$ cat config.mk
export PLATFORM = sky130hd
export DESIGN_NAME = writeback_unit
export DESIGN_NICKNAME = d
export VERILOG_FILES = /design/src/rtl/writeback_unit_pkg.sv /design/src/rtl/wb_hold_buffer.sv /design/src/rtl/writeback_unit.sv
export SDC_FILE = /design/constraint.sdc
export NUM_CORES = 1
export LEC_CHECK = 0
export CAP_MARGIN = 25
export CORE_UTILIZATION = 48
export CTS_BUF_LIST = sky130_fd_sc_hd__clkbuf_4 sky130_fd_sc_hd__clkbuf_8
export DETAILED_ROUTE_END_ITERATION = 6
export GPL_ROUTABILITY_DRIVEN = 0
export PLACE_DENSITY = 0.78
export SLEW_MARGIN = 20
export SYNTH_ARGS = -nofsm -noshare
export SYNTH_HDL_FRONTEND = slang
export SYNTH_SLANG_ARGS = --single-unit
$ cat constraint.sdc
create_clock -name i_clk -period 2.6 [get_ports i_clk]
set_input_delay 0.52 -clock i_clk [delete_from_list [all_inputs] [get_ports i_clk]]
set_output_delay 0.52 -clock i_clk [all_outputs]
set_load 0.05 [all_outputs]
$ cat src/rtl/writeback_unit_pkg.sv
// Shared types for the writeback unit: register index, result source tag and
// the {rd, data} entry that travels from a result source to the register file.
package writeback_unit_pkg;

  typedef logic [4:0] rv32_register;

  typedef enum logic {
    WB_SRC_A = 1'b0,
    WB_SRC_B = 1'b1
  } wb_src_e;

  typedef struct packed {
    rv32_register rd;
    logic [31:0]  data;
  } wb_entry_t;

  localparam int unsigned NUM_REGS = 32;

endpackage

$ cat src/rtl/wb_hold_buffer.sv
// One-entry valid/ready holding register in front of the writeback arbiter.
// The arbiter empties it through i_drain; a drained slot can refill on the same edge.
module wb_hold_buffer
  import writeback_unit_pkg::*;
(
  input  logic      i_clk,
  input  logic      i_rst,
  input  logic      i_valid,
  input  wb_entry_t i_entry,
  output logic      o_ready,
  input  logic      i_drain,
  output logic      o_full,
  output wb_entry_t o_entry
);

  logic      full_q, full_d;
  wb_entry_t entry_q, entry_d;
  logic      accept;

  // Ready is forced low while reset is held so nothing is accepted then.
  assign o_ready = i_rst && (!full_q || i_drain);
  assign accept  = i_valid && o_ready;

  always_comb begin
    full_d  = full_q;
    entry_d = entry_q;
    if (i_drain) begin
      full_d = 1'b0;
    end
    if (accept) begin
      full_d  = 1'b1;
      entry_d = i_entry;
    end
  end

  always_ff @(posedge i_clk) begin
    if (!i_rst) begin
      full_q  <= 1'b0;
      entry_q <= '0;
    end else begin
      full_q  <= full_d;
      entry_q <= entry_d;
    end
  end

  assign o_full  = full_q;
  assign o_entry = entry_q;

endmodule

$ cat src/rtl/writeback_unit.sv
// Writeback unit: two result sources arbitrated into one register-file write
// port, plus a 32-entry busy scoreboard. WB_BYPASS_EN adds write-port forwarding.
module writeback_unit
  import writeback_unit_pkg::*;
#(
  parameter string ARB_MODE = "round_robin"
) (
  input  logic         i_clk,
  input  logic         i_rst,
  input  logic         i_issue_valid,
  input  rv32_register i_issue_rd,
  output logic         o_issue_ready,
  input  rv32_register i_rs1,
  input  rv32_register i_rs2,
  output logic         o_rs1_busy,
  output logic         o_rs2_busy,
  input  logic         i_a_valid,
  input  rv32_register i_a_rd,
  input  logic [31:0]  i_a_data,
  output logic         o_a_ready,
  input  logic         i_b_valid,
  input  rv32_register i_b_rd,
  input  logic [31:0]  i_b_data,
  output logic         o_b_ready,
  output logic         o_we,
  output rv32_register o_rd,
  output logic [31:0]  o_rd_data
`ifdef WB_BYPASS_EN
  ,
  output logic         o_fwd_rs1_valid,
  output logic [31:0]  o_fwd_rs1_data,
  output logic         o_fwd_rs2_valid,
  output logic [31:0]  o_fwd_rs2_data
`endif
);

  generate
    if (ARB_MODE != "round_robin" && ARB_MODE != "fixed") begin : g_bad_arb_mode
      $error("writeback_unit: ARB_MODE must be \"round_robin\" or \"fixed\"");
    end
  endgenerate

  localparam bit FIXED_ARB = (ARB_MODE == "fixed");

  wb_entry_t a_in, b_in, a_entry, b_entry, win_entry;
  logic      a_full, b_full;
  logic      grant_a, grant_b, contested, commit_valid;
  wb_src_e   fav_q, fav_d;

  logic [NUM_REGS-1:0] busy_q, busy_d;
  logic                issue_set;

  logic         we_q, we_d;
  rv32_register rd_q, rd_d;
  logic [31:0]  data_q, data_d;

  assign a_in = '{rd: i_a_rd, data: i_a_data};
  assign b_in = '{rd: i_b_rd, data: i_b_data};

  wb_hold_buffer u_hold_a (
    .i_clk   (i_clk),
    .i_rst   (i_rst),
    .i_valid (i_a_valid),
    .i_entry (a_in),
    .o_ready (o_a_ready),
    .i_drain (grant_a),
    .o_full  (a_full),
    .o_entry (a_entry)
  );

  wb_hold_buffer u_hold_b (
    .i_clk   (i_clk),
    .i_rst   (i_rst),
    .i_valid (i_b_valid),
    .i_entry (b_in),
    .o_ready (o_b_ready),
    .i_drain (grant_b),
    .o_full  (b_full),
    .o_entry (b_entry)
  );

  // fav_q names the source that wins the next contested cycle; it only moves
  // when both holds are full, so a lone source never disturbs the rotation.
  always_comb begin
    grant_a   = 1'b0;
    grant_b   = 1'b0;
    fav_d     = fav_q;
    contested = a_full && b_full;
    if (contested) begin
      if (FIXED_ARB || fav_q == WB_SRC_A) begin
        grant_a = 1'b1;
      end else begin
        grant_b = 1'b1;
      end
      if (!FIXED_ARB) begin
        fav_d = grant_a ? WB_SRC_B : WB_SRC_A;
      end
    end else begin
      grant_a = a_full;
      grant_b = b_full;
    end
  end

  assign commit_valid = grant_a || grant_b;
  assign win_entry    = grant_b ? b_entry : a_entry;

  // x0 results are dequeued but never reach the register file.
  always_comb begin
    we_d   = 1'b0;
    rd_d   = rd_q;
    data_d = data_q;
    if (commit_valid) begin
      we_d   = (win_entry.rd != 5'd0);
      rd_d   = win_entry.rd;
      data_d = win_entry.data;
    end
  end

  assign o_issue_ready = i_rst && !busy_q[i_issue_rd];
  assign issue_set     = i_issue_valid && o_issue_ready && (i_issue_rd != 5'd0);

  // Clear follows the cycle o_we is high for rd_q; a set for the same rd is
  // impossible because that rd is still busy and issue stalls on it.
  always_comb begin
    busy_d = busy_q;
    if (we_q) begin
      busy_d[rd_q] = 1'b0;
    end
    if (issue_set) begin
      busy_d[i_issue_rd] = 1'b1;
    end
    busy_d[0] = 1'b0;
  end

  always_ff @(posedge i_clk) begin
    if (!i_rst) begin
      fav_q  <= WB_SRC_A;
      busy_q <= '0;
      we_q   <= 1'b0;
      rd_q   <= '0;
      data_q <= '0;
    end else begin
      fav_q  <= fav_d;
      busy_q <= busy_d;
      we_q   <= we_d;
      rd_q   <= rd_d;
      data_q <= data_d;
    end
  end

  assign o_rs1_busy = busy_q[i_rs1];
  assign o_rs2_busy = busy_q[i_rs2];

  assign o_we      = we_q;
  assign o_rd      = rd_q;
  assign o_rd_data = data_q;

`ifdef WB_BYPASS_EN
  assign o_fwd_rs1_valid = we_q && (rd_q == i_rs1) && (rd_q != 5'd0);
  assign o_fwd_rs1_data  = data_q;
  assign o_fwd_rs2_valid = we_q && (rd_q == i_rs2) && (rd_q != 5'd0);
  assign o_fwd_rs2_data  = data_q;
`endif

endmodule
; Yosys cells after proc, flatten, opt, wreduce, memory -nomap -nowiden
; Cells that the tools add are included.
[classes]
multipliers = 0
magnitude_cmp = 6
div = 0
n_addsub = 0
n_reduce_logical = 21
shifts = 0
n_eq_ne = 0
muxes = 23
n_bitwise = 3
[op_table]
columns = cell, count
row1 = $mux 32, 2
row2 = $mux 37, 1
row3 = $and 32x32->32, 1
row4 = $not 32->32, 1
row5 = $or 32x32->32, 1
row6 = $lt 5x6->1 const B, 4
row7 = $bmux 1 s5, 3
row8 = $mux 1, 15
row9 = $demux 1 s5, 2
row10 = $ge 5x1->1 const B, 2
row11 = $logic_and 1x1->1, 10
row12 = $reduce_bool 5->1, 2
row13 = $reduce_bool 2->1, 2
row14 = $logic_not 1->1, 3
row15 = $logic_or 1x1->1, 3
row16 = $reduce_and 2->1, 1
[totals]
n_memories = 0
ram_bits = 0
latch_bits = 0
rom_bits = 0
output_inout_bits = 43
reg_bits = 147

; Depth between registers and ports, before layout
; Gate-level depths: netlist (run 1).
[depth]
depth_word = 9
mapped_depth = 7
ltp_nobuf = 4

; By module
; From an unflattened synthesis (run 1), not the netlist that was laid out.
[unflattened]
hier_cells = 751
area_unflattened_um2 = 6946.7
[by_module_without_submodules]
columns = mod, instances, cells_each, area_each_um2, seq_area_each_um2
row1 = writeback_unit, 1, 419, 3813.7, 1401.3
row2 = wb_hold_buffer, 2, 166, 1566.5, 760.7

; Worst setup path after synthesis (run 1)
; OpenSTA, ideal clock, no wires.
[synth_timing]
path_kind = input port to output port
from = in i_issue_rd[0]
to = out o_issue_ready
path_stages = 6
path_buffers = 2
setup_slack_ns = -0.938
required_time_ns = 2.080
t_arrival_ns = 3.018
path_cell_list = buf_6 -> buf_6 -> mux2_2 -> o221ai_1 -> nor2_1 -> nor4_1
[synth_between]
elab_chain_cells = 4
[synth_rtl]
columns = element, line
row1 = "start, declared", writeback_unit.sv:11  ; input rv32_register i_issue_rd,
row2 = $bmux 1 s5, writeback_unit.sv:119  ; assign o_issue_ready = i_rst && !busy_q[i_issue_rd];
row3 = $mux 1 (implied by the code), writeback_unit.sv:119
row4 = $logic_not 1->1, writeback_unit.sv:119
row5 = $logic_and 1x1->1, writeback_unit.sv:119
row6 = "end, declared", writeback_unit.sv:12  ; output logic o_issue_ready,
; Every way passes these cells. The select of a mux whose other input is x is not followed.

; Worst setup path in the final report (run 1)
[layout_timing]
from = in i_rs1[0]
to = out o_rs1_busy
[layout_between]
elab_chain_cells = 2
[layout_rtl]
columns = element, line
row1 = "start, declared", writeback_unit.sv:13  ; input rv32_register i_rs1,
row2 = $bmux 1 s5, writeback_unit.sv:151  ; assign o_rs1_busy = busy_q[i_rs1];
row3 = $mux 1 (implied by the code), writeback_unit.sv:151
row4 = "end, declared", writeback_unit.sv:15  ; output logic o_rs1_busy,
; Every way passes these cells. The select of a mux whose other input is x is not followed.

==> out/results.ini, run 1 <==
[logic_synthesis]
synth_nets = 856
async_flop_share_pct = 0
syn_area_per_cell_sq_um = 8.758
synth_edf_count = 0
dominantRegCellSynth = dfxtp_1
ys_seq_area_share_pct = 43.79
ys_types = 45
yosysWarnings = 0
yosys_register_bits = 146
netlist_instances = 762
synth_area_sq_um = 6674

[sta]
fin_crit_ns = 2.712
setup_viol = 3
slew_violations = 0
rsz0062_at_grt = yes
hold_viol_final = 0
min_period_over_period_pct = 104.3
slew_headroom_pct = 57.71
fin_ws_ns = -0.1117
clock.fmax_ghz = 0.3688
worst_pin_slew_ns = 0.6329
clock_skew_ns = 0.008472

[setup_path]
cp_max_fo = 5
critical_path_class = input port to primary output
r2r_start = busy_q[28]
end_kind = primary output
critPathLaunchType = input port
cp.arrival_ns = 2.19
critPathRequiredTime_ns = 2.08
crit_start = i_rs1[0]

[global_route]
grt_max_degree = 56
gr-total-overflow = 0
use_met3_pct = 8.317
antenna_found_initial = 0
grtUsageMet2_pct = 46.55
top_usage_layer = met2
use_met1_pct = 34.03
grt_pass1_wl_microns = 31950
grt_use_total_pct = 28.09
grt_pass1_vias = 6538

[clock_network]
clockRootBuffer = clkbuf_8
cts_tree = yes
clk_pin_slew_ns = 0.08
cts_buffers = 17
cts_sinks = 146
cts.path.max_buffers = 2
clock_latency_ns = 0.45
htree_levels = 4

[cells_and_area]
nNetsFinal = 1010
drive_gt1_share_pct = 19.83
n_antenna_cell = 0
layout_common_cells = nand2_1, dfxtp_1, clkdlybuf4s50_1
area_growth_pct = 36.88
final_common_cell = nand2_1
final_cells = 1104
post-route-util_pct = 68.17

[outcome]
status = finished, violations left
failed_checks = negative setup slack

[routing]
drcViolationCount = 0
antenna_left = 0
drt_iter0_markers = 483
first_pass_iters = 5
wl_microns = 19780
vias = 6459
wl_per_cell_microns = 17.92
viasPerCell = 5.851

[power]
total_power_mw = 5.511
p_leak_nw = 3.838
power_density_nw_per_um2 = 603.3
peakVddDrop_mv = 0.3475

[min_path]
hold_path_class = flop to flop
min_from = u_hold_a.o_entry[18]

[place]
hpwlAfterDp_microns = 13500
port_buffers = 136
dp_slack_ns = -0.5652
dpl.cell_count = 1058

[floorplanning]
dieArea_sq_um = 14380
die_h_microns = 119.9
core_area_sq_um = 13400
start_util_pct = 49.80
ios = 137
die_x_microns = 119.9
rows = 42

[run]
maxCapViolations = 0

==> metrics by stage <==
stage	TNS, ns	hold slack [ns]	instance area [sq um]
6_report	-0.2268	0.4566	9135
5_1_grt	-0.3972	0.4709	9135
2_1_floorplan	-0.03277	0.4339	6718
3_3_place_gp	-3.730	0.4414	8452
3_5_place_dp	-4.663	0.4455	8452
4_1_cts	-0.3002	0.4575	9106
==> synth_stat cells (all sizes together), types with 5 or more instances <==
library cell	instances	area share (%)
nand2	174	9.8
dfxtp	146	44
nand3	87	6.5
nor2	65	3.7
clkbuf	49	2.8
o221ai	34	4.5
o211ai	24	2.7
mux4	23	7.8
buf	17	1.5
nor2b	15	1.4
o31ai	15	2.7
a211oi	13	1.5
mux2i	9	1.3
a32o	8	1.2
a21oi	7	0.52
inv	7	0.39
nand2b	6	0.56
nor3	6	0.45
nor3b	6	0.67
o21ai	6	0.45
mux2	5	0.90
nand3b	5	0.56
==> power breakdown <==
group	internal, mW	switching (mW)	total, mW
Combinational	0.430	0.558	0.988
Clock	1.22	0.832	2.06
Sequential	2.37	0.0950	2.47
Total	4.03	1.48	5.51
==> path summary, 6_finish.rpt <==
check,endpoint,slack [ns],depth (start not counted)
max,o_rs1_busy,-0.11,6
min reg2reg,u_hold_a.o_entry[18],0.46,2
max reg2reg,busy_q[31],0.60,7
min,u_hold_a.o_entry[18],0.46,2
==> layer usage <==
layer | up-vias | part of all wire [%]
met5 | - | 0
met4 | 0 | 1.8
met3 | 37 | 8.3
met2 | 287 | 49
met1 | 3100 | 41
li1 | 3035 | -
==> timing repair <==
action                     4_1_cts  5_1_grt
setup endpoints to repair        3        3
pin swaps                        2        2
buffers inserted                10        2
hold buffers                     0        0
gates resized for setup         53        6
cloned                           3        0
==> registers in the layout (all words and copies together), names as in the netlist <==
register / cells
o_rd_data: 32
fav_q: 1
busy_q: 31
u_hold_b.o_entry: 37
o_we: 1
u_hold_a.o_full: 1
u_hold_b.o_full: 1
u_hold_a.o_entry: 37
o_rd: 5
==> cell families after synthesis <==
| family | Yosys count | synth area share [%] |
|---|---|---|
| AO/OA/AOI/OAI | 124 | 16.12 |
| AND/OR/NAND/NOR | 382 | 25.46 |
| buffers and inverters | 73 | 4.612 |
| multiplexers | 37 | 10.01 |
| flip-flops | 146 | 43.79 |
==> worst max-delay path, cell delays in order <==
cell and delay (ns):
buf_4 0.13, buf_12 0.13, mux4_2 0.50, mux4_2 0.48, mux2_4 0.28, buf_8 0.15
==> final cells by class <==
| cell class | count | area (sq um) |
|---|---|---|
| clock buffer | 24 | 330.3 |
| clock inverter | 7 | 143.9 |
| fill | 1046 | 4265 |
| inverter | 7 | 26.28 |
| multi-input combinational | 543 | 3501 |
| sequential | 146 | 2957 |
| tap | 176 | 220.2 |
| timing repair buffer | 201 | 1957 |
Note: power is estimated with default switching activity, not from simulation.
==> run 2, diff against run 1 <==
Settings changed: CORE_UTILIZATION 48 to 53, PLACE_DENSITY 0.78 to 0.81.
Clock period 2.6 ns to 3 ns, I/O delays scaled along.
==> out/results.ini, run 2 (same netlist as run 1, synthesis figures left out) <==
[cells_and_area]
area_growth_pct = 31.21
final_cells = 1067  ; -3.4%
n_antenna_cell = 0  ; unchanged
seq_area_sq_um = 2923  ; -1.1%
nNetsFinal = 981  ; -2.9%
final_common_cell = nand2_1
layout_common_cells = nand2_1, dfxtp_1, clkdlybuf4s50_1
multi_input_area_sq_um = 3458  ; -1.2%
drive_gt1_share_pct = 13.90  ; -5.9 points
fill_cells = 918  ; -12%

[min_path]
min_path_cells = 2  ; unchanged
hold_path_class = flop to flop

[power]
sequentialPowerShare_pct = 47.3  ; +2.5 points
pwr-share-clk_pct = 34.9  ; -2.4 points
p_leak_nw = 3.635  ; -5.3%
peakVddDrop_mv = 0.2955  ; -15%
p_int_mw = 3.247  ; -19%
power_density_nw_per_um2 = 519.5  ; -14%
power_frac_comb_pct = 17.8  ; about the same
switching_share_pct = 28.63  ; +1.7 points
p_sw_mw = 1.302  ; -12%

[setup_path]
slowest_stage = mux4_2
crit_chain = clkdlybuf4s15_1 > buf_12 > mux4_2 > mux4_2 > mux2_2 > buf_6
critPathLaunchType = input port
timing.critical_path.buf_inv = 3  ; unchanged
critPathRequiredTime_ns = 2.40  ; +0.32 ns
max_stage_delay_ns = 0.50  ; about the same
end_kind = primary output
crit_family = multiplexers
reg2reg_depth = 5  ; -2
cpMostUsedCell = mux4_2
cp.arrival_ns = 2.35  ; +0.16 ns
critical_path_class = input port to primary output
cp_max_fo = 8  ; +3
cp.depth = 6  ; unchanged

[place]
dp_slack_ns = -0.2850  ; +0.2802 ns
dpl.cell_count = 1033  ; -2.4%
hpwlAfterDp_microns = 13440  ; -0.45%
port_buffers = 136  ; unchanged

[sta]
rsz0062_at_grt = no
fin_ws_ns = 0.05451  ; +0.1662 ns
worst_pin_slew_ns = 0.9426  ; +0.3097 ns
slew_headroom_pct = 37.16  ; -21 points
min_period_over_period_pct = 98.18
slew_violations = 0  ; unchanged
hold_viol_final = 0  ; unchanged
clock_skew_ns = 0.01305  ; +0.004575 ns
holdWs_ns = 0.4575  ; +0.0009610 ns
clock.fmax_ghz = 0.3395
fin_crit_ns = 2.945
setup_viol = 0  ; -3

[routing]
drcViolationCount = 0  ; unchanged
viasPerCell = 5.970  ; +2.0%
vias = 6370  ; -1.4%
wl_per_cell_microns = 17.99  ; +0.40%
first_pass_iters = 5  ; unchanged
drt_iter0_markers = 507  ; +5.0%
wl_microns = 19190  ; -3.0%
antenna_left = 0  ; unchanged

[clock_network]
cts_sinks = 146  ; unchanged
cts_buffers = 17  ; unchanged
htree_levels = 4  ; unchanged
clock_latency_ns = 0.44  ; about the same
cts_tree = yes
hold_buffers = 0  ; unchanged
clk_pin_slew_ns = 0.08  ; about the same
cts.path.max_buffers = 2  ; unchanged
clockRootBuffer = clkbuf_8

[global_route]
antenna_found_initial = 0  ; unchanged
gr-total-overflow = 0  ; unchanged
grt_use_total_pct = 29.92  ; +1.8 points
grt_pass1_wl_microns = 30790  ; -3.6%
grt_max_degree = 74  ; +32%
grt_pass1_vias = 6223  ; -4.8%

[outcome]
status = completed

[floorplanning]
die_h_microns = 114.2  ; -4.8%
die_x_microns = 114.2  ; -4.8%
core_area_sq_um = 12160  ; -9.2%
ios = 137  ; unchanged
start_util_pct = 54.88  ; +5.1 points
rows = 40  ; -4.8%
dieArea_sq_um = 13050  ; -9.3%

[run]
maxCapViolations = 0  ; unchanged

run 2: worst paths after layout:
kind,slack (ns),end,start
hold reg to reg,0.46,u_hold_b.o_entry[31],u_hold_b.o_entry[31]
setup / recovery,0.05,o_rs2_busy,i_rs2[0]
hold / removal,0.46,u_hold_b.o_entry[31],u_hold_b.o_entry[31]
setup reg to reg,0.99,u_hold_b.o_entry[22],u_hold_a.o_full
run 2: repair_timing:
action | in CTS | in global routing
buffers inserted | 1 | 0
pin swaps | 0 | 1
gates cloned | 1 | 1
endpoints found under the hold margin | 0 | 0
setup endpoints to repair | 3 | 3
resized for setup | 11 | 7
run 2: cell type report:
cell class | count | area share [%]
multi-input cells | 543 | 39.49
repair buffers | 172 | 19.76
clock buffers | 18 | 2.829
clock inverters | 13 | 1.843
well taps | 168 | 2.400
inverters | 7 | 0.3000
flip-flops and latches | 146 | 33.38
run 2: through the flow:
stage	area, sq um	util (%)	TNS (ns)	total power [mW]
finish	8757	72.01	0	4.549
global route	8757	72.01	0	4.729
CTS	8733	71.81	0	4.549
detailed placement	8299	68.24	-0.7828	2.991
global placement	8299	68.24	-0.6854	2.967
floorplan	6689	-	0	2.647
run 2: power by group through the flow:
stage | sequential (mW) | clock [mW] | combinational, mW
detailed placement | 2.19 | 0 | 0.798
floorplan | 2.30 | 0 | 0.344
global placement | 2.19 | 0 | 0.781
global route | 2.17 | 1.70 | 0.867
finish | 2.15 | 1.59 | 0.808
CTS | 2.15 | 1.60 | 0.802
run 2: worst min-delay path, stage by stage, from the launching register on:
cell and delay, ns:
dfxtp_1 0.32, nand3_1 0.06, nand2_1 0.04
run 2: routing by layer:
layer,wire length [microns],global-route usage (%)
met3,1651,7.147
met5,0,0
met2,9340,49.01
met4,554,13.59
met1,7649,37.44
==> run 3, diff against run 2 <==
Settings changed: CORE_ASPECT_RATIO set to 0.5.
==> out/results.ini, run 3 (same netlist as run 1, synthesis figures left out) <==
[run]
maxCapViolations = 0  ; unchanged

[global_route]
grt_pass1_vias = 5938  ; -4.6%
gr-total-overflow = 0  ; unchanged
grt_max_degree = 100  ; +35%
grt_use_total_pct = 28.99  ; -0.92 points
grt_pass1_wl_microns = 29710  ; -3.5%
antenna_found_initial = 0  ; unchanged

[routing]
drt_iter0_markers = 491  ; -3.2%
vias = 6340  ; -0.47%
wl_per_cell_microns = 17.69  ; -1.6%
wl_microns = 18900  ; -1.5%
drcViolationCount = 0  ; unchanged
viasPerCell = 5.936  ; -0.56%
antenna_left = 0  ; unchanged
first_pass_iters = 5  ; unchanged

[clock_network]
clk_pin_slew_ns = 0.09  ; about the same
clockRootBuffer = clkbuf_8
cts.path.max_buffers = 2  ; unchanged
cts_sinks = 146  ; unchanged
hold_buffers = 0  ; unchanged
cts_buffers = 17  ; unchanged
htree_levels = 4  ; unchanged
clock_latency_ns = 0.46  ; +0.02 ns
cts_tree = yes

[sta]
holdWs_ns = 0.4579  ; +0.0004220 ns
setup_viol = 0  ; unchanged
fin_tns_setup_ns = 0  ; unchanged
slew_headroom_pct = 57.05  ; +20 points
worst_pin_slew_ns = 0.6434  ; -0.2991 ns
slew_violations = 0  ; unchanged
clock_skew_ns = 0.01033  ; -0.002720 ns
fin_crit_ns = 2.966  ; +0.02093 ns
hold_viol_final = 0  ; unchanged
min_period_over_period_pct = 98.88  ; +0.70 points
rsz0062_at_grt = no
clock.fmax_ghz = 0.3371  ; -0.71%
fin_ws_ns = 0.03358  ; -0.02093 ns

[place]
placed_area_sq_um = 8308  ; +0.11%
hpwlAfterDp_microns = 12540  ; -6.7%
port_buffers = 136  ; unchanged
dp_slack_ns = -0.3362  ; -0.05116 ns

[cells_and_area]
layout_common_cells = nand2_1, dfxtp_1, clkdlybuf4s50_1
final_common_cell = nand2_1
fin_area_sq_um = 8859  ; +1.2%
drive_gt1_share_pct = 14.40  ; +0.49 points
area_growth_pct = 32.73
nNetsFinal = 985  ; +0.41%
n_antenna_cell = 0  ; unchanged

[min_path]
min_from = u_hold_a.o_entry[15]
hold_path_class = flop to flop

[setup_path]
crit_start = i_rs2[0]
end_kind = primary output
critPathRequiredTime_ns = 2.40  ; about the same
critPathLaunchType = input port
r2r_start = u_hold_a.o_full
cp_max_fo = 4  ; -4
critical_path_class = input port to primary output
cp.arrival_ns = 2.37  ; +0.02 ns

[power]
power_density_nw_per_um2 = 518.2  ; -0.24%
p_sw_mw = 1.341  ; +3.0%
peakVddDrop_mv = 0.3149  ; +6.6%
pwr-share-clk_pct = 35.3  ; +0.4 points
total_power_mw = 4.591  ; +0.92%
switching_share_pct = 29.22  ; +0.60 points
sequentialPowerShare_pct = 46.8  ; -0.5 points
p_int_mw = 3.249  ; about the same
p_leak_nw = 3.692  ; +1.6%
power_frac_comb_pct = 17.9  ; about the same

[outcome]
status = completed

[floorplanning]
dieArea_sq_um = 13070  ; +0.21%
start_util_pct = 55.38  ; +0.50 points
ios = 137  ; unchanged
rows = 28  ; -30%
die_h_microns = 81.35  ; -29%
die_x_microns = 160.7  ; +41%
core_area_sq_um = 12050  ; -0.91%

-- run 3: power by group through the flow --
stage               clock (mW)  combinational, mW  sequential (mW)
floorplan                    0              0.344             2.30
detailed placement           0              0.797             2.19
finish                    1.62              0.823             2.15
global placement             0              0.784             2.19
CTS                       1.63              0.817             2.15
global route              1.71              0.880             2.17
-- run 3: cell type report --
class | count | area, sq um
Timing Repair Buffer | 176 | 1818
Fill cell | 934 | 3193
Multi-Input combinational cell | 543 | 3471
Clock inverter | 14 | 180.2
Tap cell | 165 | 206.4
Inverter | 7 | 26.28
Sequential cell | 146 | 2923
Clock buffer | 17 | 234.0
-- run 3: path summary, 6_finish.rpt --
check                           slack, ns                    to  cells past startpoint
worst max register to register       0.80                  o_we                      5
worst min-delay path                 0.46  u_hold_a.o_entry[15]                      2
worst min register to register       0.46  u_hold_a.o_entry[15]                      2
worst max-delay path                 0.03            o_rs2_busy                      6
-- run 3: through the flow --
step / std cells / util (%)
2_1_floorplan: 762 / -
3_3_place_gp: 1030 / 68.94
3_5_place_dp: 1030 / 68.94
4_1_cts: 1065 / 73.18
5_1_grt: 1068 / 73.51
6_report: 1068 / 73.51
-- run 3: critical path: stages --
cell and delay [ns]:
buf_4 0.10, bufbuf_16 0.25, mux4_2 0.49, mux4_2 0.48, mux2_4 0.29, buf_8 0.15
-- run 3: per-layer routing --
layer  GRT usage (%)  part of all wire [%]  up-vias
met1           35.71                    41     3013
met4           10.66                   1.9        0
met5               0                     0        -
met2           50.39                    48      297
li1                -                     -     2987
met3           6.844                   8.3       43
-- run 3: what timing repair did --
item	4_1_cts	5_1_grt
hold endpoints to repair	0	0
gates resized for setup	21	6
setup buffers	0	3
endpoints found under the setup margin	3	3
cloned	4	0
